--- config.mk ---
export PLATFORM = sky130hd
export DESIGN_NAME = spi_exe_sched
export DESIGN_NICKNAME = d
export VERILOG_FILES = /design/src/rtl/spi_exe_sched_pkg.sv /design/src/rtl/spi_exe_sched_rr_arbiter.sv /design/src/rtl/spi_exe_sched.sv
export SDC_FILE = /design/constraint.sdc
export NUM_CORES = 1
export LEC_CHECK = 0
export ABC_CLOCK_PERIOD_IN_PS = 2760
export CAP_MARGIN = 10
export CORE_MARGIN = 5
export CORE_UTILIZATION = 48
export CTS_CLUSTER_DIAMETER = 100
export DETAILED_ROUTE_END_ITERATION = 8
export GPL_TIMING_DRIVEN = 1
export PLACE_DENSITY = 0.8
export REMOVE_ABC_BUFFERS = 1
export SKIP_CTS_REPAIR_TIMING = 1
export SYNTH_ARGS = -nofsm -noshare
export SYNTH_HDL_FRONTEND = slang
export SYNTH_SLANG_ARGS = --single-unit
--- constraint.sdc ---
create_clock -name i_clk -period 2.76 [get_ports i_clk]
set_clock_uncertainty 0.15 [all_clocks]
set_input_delay 0.552 -clock i_clk [delete_from_list [all_inputs] [get_ports i_clk]]
set_output_delay 0.552 -clock i_clk [all_outputs]
set_load 0.01 [all_outputs]
--- src/rtl/spi_exe_sched_pkg.sv ---
// Shared types and frame layout for the SPI exe-unit scheduler.
// Frame layout (MSB first): {argA, argB, oper} payload, then {result, flags}.
package spi_exe_sched_pkg;

  typedef enum logic [2:0] {
    ST_IDLE,
    ST_ARB,
    ST_WAIT_W,
    ST_WRITE,
    ST_GAP,
    ST_READ,
    ST_DONE
  } state_t;

  localparam int ARG_W     = 4;
  localparam int PAYLOAD_W = 12;
  localparam int RES_LSB   = 4;
  localparam int FLG_LSB   = 0;

endpackage

--- src/rtl/spi_exe_sched_rr_arbiter.sv ---
// Combinational round-robin pick: first set request at or after ptr, wrapping.
// Zero latency; vld low when no request is pending.
module rr_arbiter #(
  parameter int N_REQ = 4
) (
  input  logic [N_REQ-1:0]         req,
  input  logic [$clog2(N_REQ)-1:0] ptr,
  output logic [$clog2(N_REQ)-1:0] gnt,
  output logic                     vld
);

  localparam int IDW = $clog2(N_REQ);

  always_comb begin
    gnt = '0;
    vld = 1'b0;
    for (int i = 0; i < N_REQ; i++) begin
      if (!vld && req[(int'(ptr) + i) % N_REQ]) begin
        vld = 1'b1;
        gnt = IDW'((int'(ptr) + i) % N_REQ);
      end
    end
  end

endmodule

--- src/rtl/spi_exe_sched.sv ---
// Round-robin SPI master sharing spi_exe_unit slaves; write frame, GAP idle periods, read frame.
// Done (40+GAP) sclk periods + 1 clk after write start; requesters hold i_req until o_done. Echo compare: SPI_EXE_SCHED_ECHO_CHECK_EN.
module spi_exe_sched
  import spi_exe_sched_pkg::*;
#(
  parameter int BITS    = 20,
  parameter int N_REQ   = 4,
  parameter int CLK_DIV = 4,
  parameter int GAP     = 4
) (
  input  logic                     i_clk,
  input  logic                     i_rst,
  input  logic [N_REQ-1:0]         i_req,
  input  logic [12*N_REQ-1:0]      i_args,
  input  logic [3*N_REQ-1:0]       i_addr,
  output logic                     o_busy,
  output logic                     o_done,
  output logic [$clog2(N_REQ)-1:0] o_rsp_id,
  output logic [3:0]               o_result,
  output logic [3:0]               o_flags,
  output logic                     o_err,
  output logic                     o_sclk,
  output logic                     o_mosi,
  output logic [2:0]               o_cs,
  input  logic                     i_miso
);

  localparam int IDW   = $clog2(N_REQ);
  localparam int DIV_W = $clog2(CLK_DIV);
  localparam int CNT_W = $clog2(((BITS > GAP) ? BITS : GAP) + 1);

  state_t                 state, state_nxt;
  logic [DIV_W-1:0]       div_cnt;
  logic                   tick, rise_tick, fall_tick, frame_end, gap_end;
  logic [CNT_W-1:0]       cnt;
  logic [BITS-1:0]        sh, cap;
  logic [2:0]             addr_q, sel_addr;
  logic [PAYLOAD_W-1:0]   sel_args;
  logic [IDW-1:0]         id_q, ptr, gnt;
  logic                   gnt_vld;

  rr_arbiter #(.N_REQ(N_REQ)) u_arb (
    .req (i_req),
    .ptr (ptr),
    .gnt (gnt),
    .vld (gnt_vld)
  );

  assign sel_addr  = i_addr[int'(gnt)*3 +: 3];
  assign sel_args  = i_args[int'(gnt)*PAYLOAD_W +: PAYLOAD_W];
  assign tick      = (div_cnt == DIV_W'(CLK_DIV - 1));
  assign rise_tick = tick && !o_sclk;
  assign fall_tick = tick && o_sclk;
  // cnt holds rising edges seen in a frame; the frame closes on the falling edge after the last one
  assign frame_end = fall_tick && (cnt == CNT_W'(BITS));
  assign gap_end   = fall_tick && (cnt == CNT_W'(GAP - 1));
  assign o_busy    = (state != ST_IDLE);

  always_ff @(posedge i_clk or negedge i_rst) begin
    if (!i_rst) begin
      div_cnt <= '0;
      o_sclk  <= 1'b0;
    end else begin
      div_cnt <= tick ? '0 : div_cnt + DIV_W'(1);
      if (tick) o_sclk <= ~o_sclk;
    end
  end

  always_ff @(posedge i_clk or negedge i_rst) begin
    if (!i_rst) state <= ST_IDLE;
    else        state <= state_nxt;
  end

  always_comb begin
    state_nxt = state;
    case (state)
      ST_IDLE:   if (|i_req) state_nxt = ST_ARB;
      ST_ARB: begin
        if (!gnt_vld)              state_nxt = ST_IDLE;
        else if (sel_addr != 3'd0) state_nxt = ST_WAIT_W;
        else                       state_nxt = ST_DONE;
      end
      ST_WAIT_W: if (fall_tick) state_nxt = ST_WRITE;
      ST_WRITE:  if (frame_end) state_nxt = ST_GAP;
      ST_GAP:    if (gap_end)   state_nxt = ST_READ;
      ST_READ:   if (frame_end) state_nxt = ST_DONE;
      ST_DONE:   state_nxt = ST_IDLE;
      default:   state_nxt = ST_IDLE;
    endcase
  end

  always_ff @(posedge i_clk or negedge i_rst) begin
    if (!i_rst) begin
      cnt      <= '0;
      sh       <= '0;
      cap      <= '0;
      addr_q   <= '0;
      id_q     <= '0;
      ptr      <= '0;
      o_mosi   <= 1'b0;
      o_cs     <= 3'd0;
      o_done   <= 1'b0;
      o_rsp_id <= '0;
      o_result <= '0;
      o_flags  <= '0;
    end else begin
      o_done <= 1'b0;
      case (state)
        ST_ARB: if (gnt_vld) begin
          id_q   <= gnt;
          addr_q <= sel_addr;
          sh     <= {sel_args, {(BITS - PAYLOAD_W){1'b0}}};
          cap    <= '0;
          ptr    <= (gnt == IDW'(N_REQ - 1)) ? '0 : gnt + IDW'(1);
        end
        ST_WAIT_W: if (fall_tick) begin
          o_cs   <= addr_q;
          o_mosi <= sh[BITS-1];
          sh     <= sh << 1;
          cnt    <= '0;
        end
        ST_WRITE: begin
          if (rise_tick) cnt <= cnt + CNT_W'(1);
          if (frame_end) begin
            o_cs   <= 3'd0;
            o_mosi <= 1'b0;
            cnt    <= '0;
          end else if (fall_tick) begin
            o_mosi <= sh[BITS-1];
            sh     <= sh << 1;
          end
        end
        ST_GAP: if (fall_tick) begin
          if (gap_end) begin
            o_cs <= addr_q;
            cnt  <= '0;
          end else begin
            cnt <= cnt + CNT_W'(1);
          end
        end
        ST_READ: begin
          if (rise_tick) begin
            cap <= {cap[BITS-2:0], i_miso};
            cnt <= cnt + CNT_W'(1);
          end
          if (frame_end) o_cs <= 3'd0;
        end
        ST_DONE: begin
          o_done   <= 1'b1;
          o_rsp_id <= id_q;
          o_result <= cap[RES_LSB +: ARG_W];
          o_flags  <= cap[FLG_LSB +: ARG_W];
        end
        default: ;
      endcase
    end
  end

`ifdef SPI_EXE_SCHED_ECHO_CHECK_EN
  logic [PAYLOAD_W-1:0] args_q;

  // addr=0 requests never touch the bus, so there is no echo to compare
  always_ff @(posedge i_clk or negedge i_rst) begin
    if (!i_rst) begin
      args_q <= '0;
      o_err  <= 1'b0;
    end else begin
      if (state == ST_ARB && gnt_vld) args_q <= sel_args;
      o_err <= (state == ST_DONE) && (addr_q != 3'd0) &&
               (cap[BITS-1 -: PAYLOAD_W] != args_q);
    end
  end
`else
  logic unused_echo;
  assign unused_echo = ^cap[BITS-1 -: PAYLOAD_W];
  assign o_err       = 1'b0;
`endif

endmodule

Yosys cells after proc, flatten, opt, wreduce, memory -nomap -nowiden
Index checks and enable logic that the tools add are counted.
- bits in registers: 61
- input bits: 67
- output and inout port bits: 18
- add/sub/neg operators: 6
- multipliers: 2
- $lt $le $gt $ge: 4
- equal/unequal tests: 20
- shifts and indexed selects: 2
- mux-type cells: 51
- bitwise operators: 4
- reductions and logical operators: 30
- operators by type and width (operator ; count):
    $mux W20 ; 3
    $pmux W20 S3 ; 1
    $shiftx A48 B7 Y12 ; 1
    $mux W3 ; 11
    $mux W5 ; 5
    $pmux W5 S4 ; 1
    $ne A2 B2 Y1 const B ; 9
    $pmux W3 S6 ; 1
    $mux W8 ; 2
    $pmux W8 S2 ; 1
    $mux W1 ; 14
    $lt A3 B4 Y1 const B ; 3
    $mux W2 ; 6
    $reduce_bool A3 Y1 ; 4
    $shiftx A12 B5 Y3 ; 1
    $reduce_and A5 Y1 ; 2
    $eq A3 B3 Y1 const B ; 3
    $pmux W3 S3 ; 1
    $reduce_and A3 Y1 ; 3
    $bmux W1 S2 ; 4
    $mul A2 B2 Y4 const B ; 2
    $reduce_or A2 Y1 ; 4
    $logic_and A1 B1 Y1 ; 7
    $add A2 B1 Y2 const B ; 3
    other kinds (18) ; 27

Longest topological paths before layout
- depth in word-level cells: 20
- gate-level depth with buffers: 9
- depth with buffers taken out: 8

Cells and area by module
Synthesis repeated with hierarchy kept, for this count alone.
- cells, all modules: 295
- area total of the unflattened synthesis: 3021.6 um2
- modules (own cells, without submodules) (module ; instances ; cells an instance ; area an instance (um2) ; sequential area each (um2)):
    spi_exe_sched ; 1 ; 280 ; 2944.1 ; 1326.3
    rr_arbiter ; 1 ; 15 ; 77.6 ; 0.0

Least setup slack after synthesis
OpenSTA, ideal clock, no wires.
- path kind: register to register
- from: register div_cnt[0]
- to: register sh[12]
- library setup time: 81 ps
- data arrival time: 1971 ps
- data required time: 2529 ps
- setup slack: 558 ps
- cell stages (with the launch flop): 10
- path buffers: 2
- cells stage by stage: dfrtp_1 > ha_1 > clkbuf_1 > and3b_1 > nand3_1 > nand4_1 > a21oi_1 > clkbuf_1 > nor2_1 > a31oi_2
- longest elaborated chain between the ends: 5
- elaborated cells on any way between the ends: 8
- ends and longest elaborated chain (item ; RTL line ; RTL):
    start: declaration ; spi_exe_sched.sv:33 ; logic [DIV_W-1:0] div_cnt;
    start signal: assignment ; spi_exe_sched.sv:64 ; div_cnt <= tick ? '0 : div_cnt + DIV_W'(1);
    $eq A2 B2 Y1 * ; spi_exe_sched.sv:51 ; assign tick = (div_cnt == DIV_W'(CLK_DIV - 1));
    $logic_and A1 B1 Y1 * ; spi_exe_sched.sv:53 ; assign fall_tick = tick && o_sclk;
    $mux W20 or $logic_and A1 B1 Y1 (tied branches) ; - ;
    $mux W20 or $ne A2 B2 Y1 (tied branches) ; - ;
    $pmux W20 S3 or $reduce_and A3 Y1 (tied branches) ; - ;
    end signal: assignment ; spi_exe_sched.sv:112 ; sh <= {sel_args, {(BITS - PAYLOAD_W){1'b0}}};
    end signal: assignment ; spi_exe_sched.sv:119 ; sh <= sh << 1;
    end signal: assignment ; spi_exe_sched.sv:130 ; sh <= sh << 1;
    end: declaration ; spi_exe_sched.sv:36 ; logic [BITS-1:0] sh, cap;
Every way passes the cells marked *; elsewhere a longest branch is shown, timed or not. The select of a mux whose other input is x is not followed.
A chain may end at the register's enable or synchronous reset.

Worst setup path in the final report
- from: register state[1]
- to: output port o_busy
- longest elaborated chain between the ends: 1
- ends and longest elaborated chain (item ; RTL line ; RTL):
    start: declaration ; spi_exe_sched.sv:32 ; state_t state, state_nxt;
    start signal: assignment ; spi_exe_sched.sv:71 ; else state <= state_nxt;
    $reduce_bool A3 Y1 ; spi_exe_sched.sv:57 ; assign o_busy = (state != ST_IDLE);
    end: declaration ; spi_exe_sched.sv:16 ; output logic o_busy,
No other way between the ends.

==> impl_summary.log <==
[metrics] number of nets in the layout: between 400 and 500
[metrics] standard cell with the maximum stage delay on the critical path: sky130_fd_sc_hd__dfrtp_1
[metrics] Worst Setup Slack post-DPL: -0.03930 ns
[metrics] Iter 0 DRT Violations: between 100 and 150
[metrics] first-pass GRT wire length: between 10000 and 15000 um
[metrics] worst slew pin tran: approximately 0.65 ns
[metrics] placer congestion estimate: between 0.8 and 0.9
[metrics] startpoint type of the worst setup path: register
[metrics] number of levels the H-tree was split into: 2
[metrics] Area Growth Syn to Fin: 35.26%
[metrics] unrepaired setup endpoints after global routing: false
[metrics] post-synthesis register bit count: between 50 and 60
[metrics] Filler cells: around 490
[metrics] largest net degree at the start of global routing: 54
[metrics] largest driver fanout on the critical path: 15
[metrics] commonest cells in the synthesized netlist: sky130_fd_sc_hd__dfrtp_1, sky130_fd_sc_hd__nand2_1, sky130_fd_sc_hd__o21ai_0, sky130_fd_sc_hd__nor2_1, sky130_fd_sc_hd__mux2i_1
[metrics] via density per instance: roughly 5.4
[metrics] critical path start-end classification: register to output pin
[metrics] layout cells sized above 1: between 10% and 20%
[metrics] CTS tree: built
[metrics] Worst setup EP type: output pin
[metrics] cell area after synthesis: slightly below 0.003 sq mm
[metrics] ratio of final minimum period to clock period: between 80% and 90%
[metrics] via total after detailed routing: around 2600
[metrics] CP Cell Sequence: or3_1 -> clkdlybuf4s50_1
[metrics] final setup violating endpoints: 0
[metrics] largest stage delay on the critical path: 0.54 ns
[metrics] Worst Slack Setup Final: ~0.28 ns
[metrics] Wirelength per Cell: 13.90 um
[metrics] DIE AREA: just under 0.008 sq mm
[metrics] count of boundary I/O pins: 85
[metrics] post-layout minimum cycle time: ~2.5 ns
[metrics] # rows: 28
[metrics] buffer depth of the longest clock path: 2
[metrics] final number of max-transition violations: 0
[metrics] total global-route track usage: a little under a fifth
[metrics] dominant cell type by area after synthesis: sky130_fd_sc_hd__dfrtp_1
[metrics] total gr overflow: 0
[metrics] area of the core: roughly 0.0060 sq mm
[metrics] total half-perimeter wirelength after legalization and detailed placement: between 5000 and 6000 um
[metrics] number of cells on the worst reg-to-reg path: 8
[metrics] Yosys top cell area share: between 40 and 50%
[metrics] top_reg_cell synth: sky130_fd_sc_hd__dfrtp_1
[metrics] reg2reg start: cnt[0]
[metrics] total inserted antenna cells: 0
[metrics] die boundary height: between 80 and 90 um
[metrics] leakage power total: 1.726 nW
[metrics] Synth Warn #: 0
[metrics] worst reg2reg path endpoint: sh[14]
[metrics] antenna violations before repair: 0
[metrics] sequential area share after synthesis: roughly 45%
[metrics] share of async-settable or async-resettable flops after synthesis: 100.0%
[metrics] CTS buffer count: 5
[metrics] via count of the first global-routing pass: roughly 2600
[metrics] count of non-filler cells in the finished layout: slightly below 500
[metrics] total length of routed met2 wires: 3195 um
[metrics] number of input and output port buffers inserted: between 80 and 90
[metrics] number of antenna-violating nets in the routed design: 0
[metrics] Register-to-Register Setup Slack: roughly 0.46 ns
[metrics] Post-Syn Area per Cell: 9.256 sq um
[metrics] largest cells by area after synthesis: sky130_fd_sc_hd__dfrtp_1, sky130_fd_sc_hd__mux2i_1, sky130_fd_sc_hd__nand2_1, sky130_fd_sc_hd__o21ai_0, sky130_fd_sc_hd__mux2_1
[metrics] count leader, synth: sky130_fd_sc_hd__dfrtp_1
[metrics] total power draw: roughly 0.0029 W
[metrics] Clock Sinks: 53
[metrics] Detailed Route WL: 6756 um
[metrics] Post-synth EDFFs: 0
[metrics] cell type group with the largest total delay on the critical path: flip-flops
[metrics] post-route DRC violation count: 0
[metrics] highest metal used: met4
[metrics] number of iterations in the first detailed-routing pass: 4
[metrics] HP Class: primary input to asynchronous set/reset pin
[metrics] clk_lat worst skew: 0.30 ns
[metrics] count of unique library cells instantiated by Yosys: between 40 and 50
[metrics] routed length on met1: just over 3000 um
[metrics] total power density per cell area: a little over 700 mW/mm^2
[metrics] final count of hold timing violations: 0
[metrics] result of the run: complete, no violations
[metrics] Max VDD drop: 370.7 uV
[metrics] Relative slew margins: 56.45%
[metrics] achievable clock frequency: 403.4 MHz
[metrics] dpl cells: ~480
[metrics] met3 WL post-DR: between 400 and 500 um
[metrics] Root Driver: sky130_fd_sc_hd__clkbuf_8
[metrics] critical path required time: approximately 2.1 ns
[metrics] crit path buf inv count: 1
[metrics] Mapped Cells: between 300 and 400
[metrics] Initial Utilization: roughly half
[metrics] Horiz. Die Dim: 88.80 um
[metrics] Max-cap violations: 0
[metrics] Data arrival, critical path: between 1.5 and 2 ns
[metrics] clock slew at the register clock pins of the worst setup and hold paths: about 0.090 ns
[cell type report]
cell class / count / area [sq um] / share of cell area [%]
Timing Repair Buffer: 100 / 965.9 / 23.96
Clock buffer: 5 / 68.82 / 1.707
Clock inverter: 3 / 17.52 / 0.4345
Tap cell: 75 / 93.84 / 2.328
Inverter: 18 / 67.56 / 1.676
Multi-Input combinational cell: 232 / 1491 / 37.00
Sequential cell: 53 / 1326 / 32.90
[through the flow]
step | area [sq um] | hold slack (ns) | TNS [ns] | util (%)
6_report | 4031 | 0.2153 | 0 | 67.29
5_1_grt | 4031 | 0.2704 | 0 | 67.29
4_1_cts | 4024 | 0.2304 | 0 | 67.17
3_5_place_dp | 3938 | 0.2749 | -0.1213 | 65.73
3_3_place_gp | 3938 | 0.2699 | 0 | 65.73
2_1_floorplan | 2874 | 0.1064 | -31.04 | -
[where the power goes]
group	total (W)	leakage (nW)	internal, W	switching, W
clock	0.000428	0.0439	0.000176	0.000252
combinational	0.00128	1.00	0.000684	0.000598
sequential	0.00116	0.678	0.000993	0.000164
[how the worst max path moves through the flow]
stage | startpoint | to | slack [ns] | cells past startpoint
after floorplan | i_req[3] | sh[14] | -1.82 | 5
after global placement | i_req[3] | sh[8] | 0.03 | 8
after detailed placement | i_req[3] | sh[19] | -0.04 | 8
after CTS | cnt[0] | sh[14] | 0.23 | 8
after global routing | i_req[3] | sh[19] | 0.06 | 8
final | state[1] | o_busy | 0.28 | 2
[kinds of logic after synthesis]
kind of cell / after synthesis / share of synthesized area (%)
buffers and inverters: 37 / 5.835
other: 1 / 0.1258
DFF: 53 / 44.50
AOI/OAI and AO/OA: 85 / 19.35
and+or+nand+nor: 107 / 16.00
xor gates and xnor gates: 3 / 0.8818
adders and majority gates: 3 / 1.260
muxes: 33 / 12.05
[sequential cells by signal, summed over array words and instances, names as in the netlist]
signal and flops:
o_cs 3, o_rsp_id 2, o_result 4, div_cnt 2
cap 8, id_q 2, o_sclk 1, o_flags 4
ptr 2, addr_q 3, o_mosi 1, state 3
cnt 5, o_done 1, sh 12
[layer usage]
metal	up-vias	GRT usage, %
li1	1308	-
met1	1226	24.29
met2	76	30.23
met3	8	3.911
met4	0	4.533
met5	-	0
[layout by cell type (no fill, tap or decap), types with 4 or more instances in the layout]
| master | n |
|---|---|
| sky130_fd_sc_hd__clkdlybuf4s50_1 | 82 |
| sky130_fd_sc_hd__dfrtp_1 | 53 |
| sky130_fd_sc_hd__nand2_1 | 50 |
| sky130_fd_sc_hd__o21ai_0 | 29 |
| sky130_fd_sc_hd__nor2_1 | 22 |
| sky130_fd_sc_hd__mux2i_1 | 19 |
| sky130_fd_sc_hd__inv_1 | 18 |
| sky130_fd_sc_hd__buf_4 | 16 |
| sky130_fd_sc_hd__nand3_1 | 14 |
| sky130_fd_sc_hd__a2bb2oi_1 | 11 |
| sky130_fd_sc_hd__a31oi_1 | 11 |
| sky130_fd_sc_hd__mux2_1 | 9 |
| sky130_fd_sc_hd__a21oi_1 | 6 |
| sky130_fd_sc_hd__clkbuf_8 | 5 |
| sky130_fd_sc_hd__mux2_2 | 4 |
Note: power is estimated with default switching activity, not from simulation.
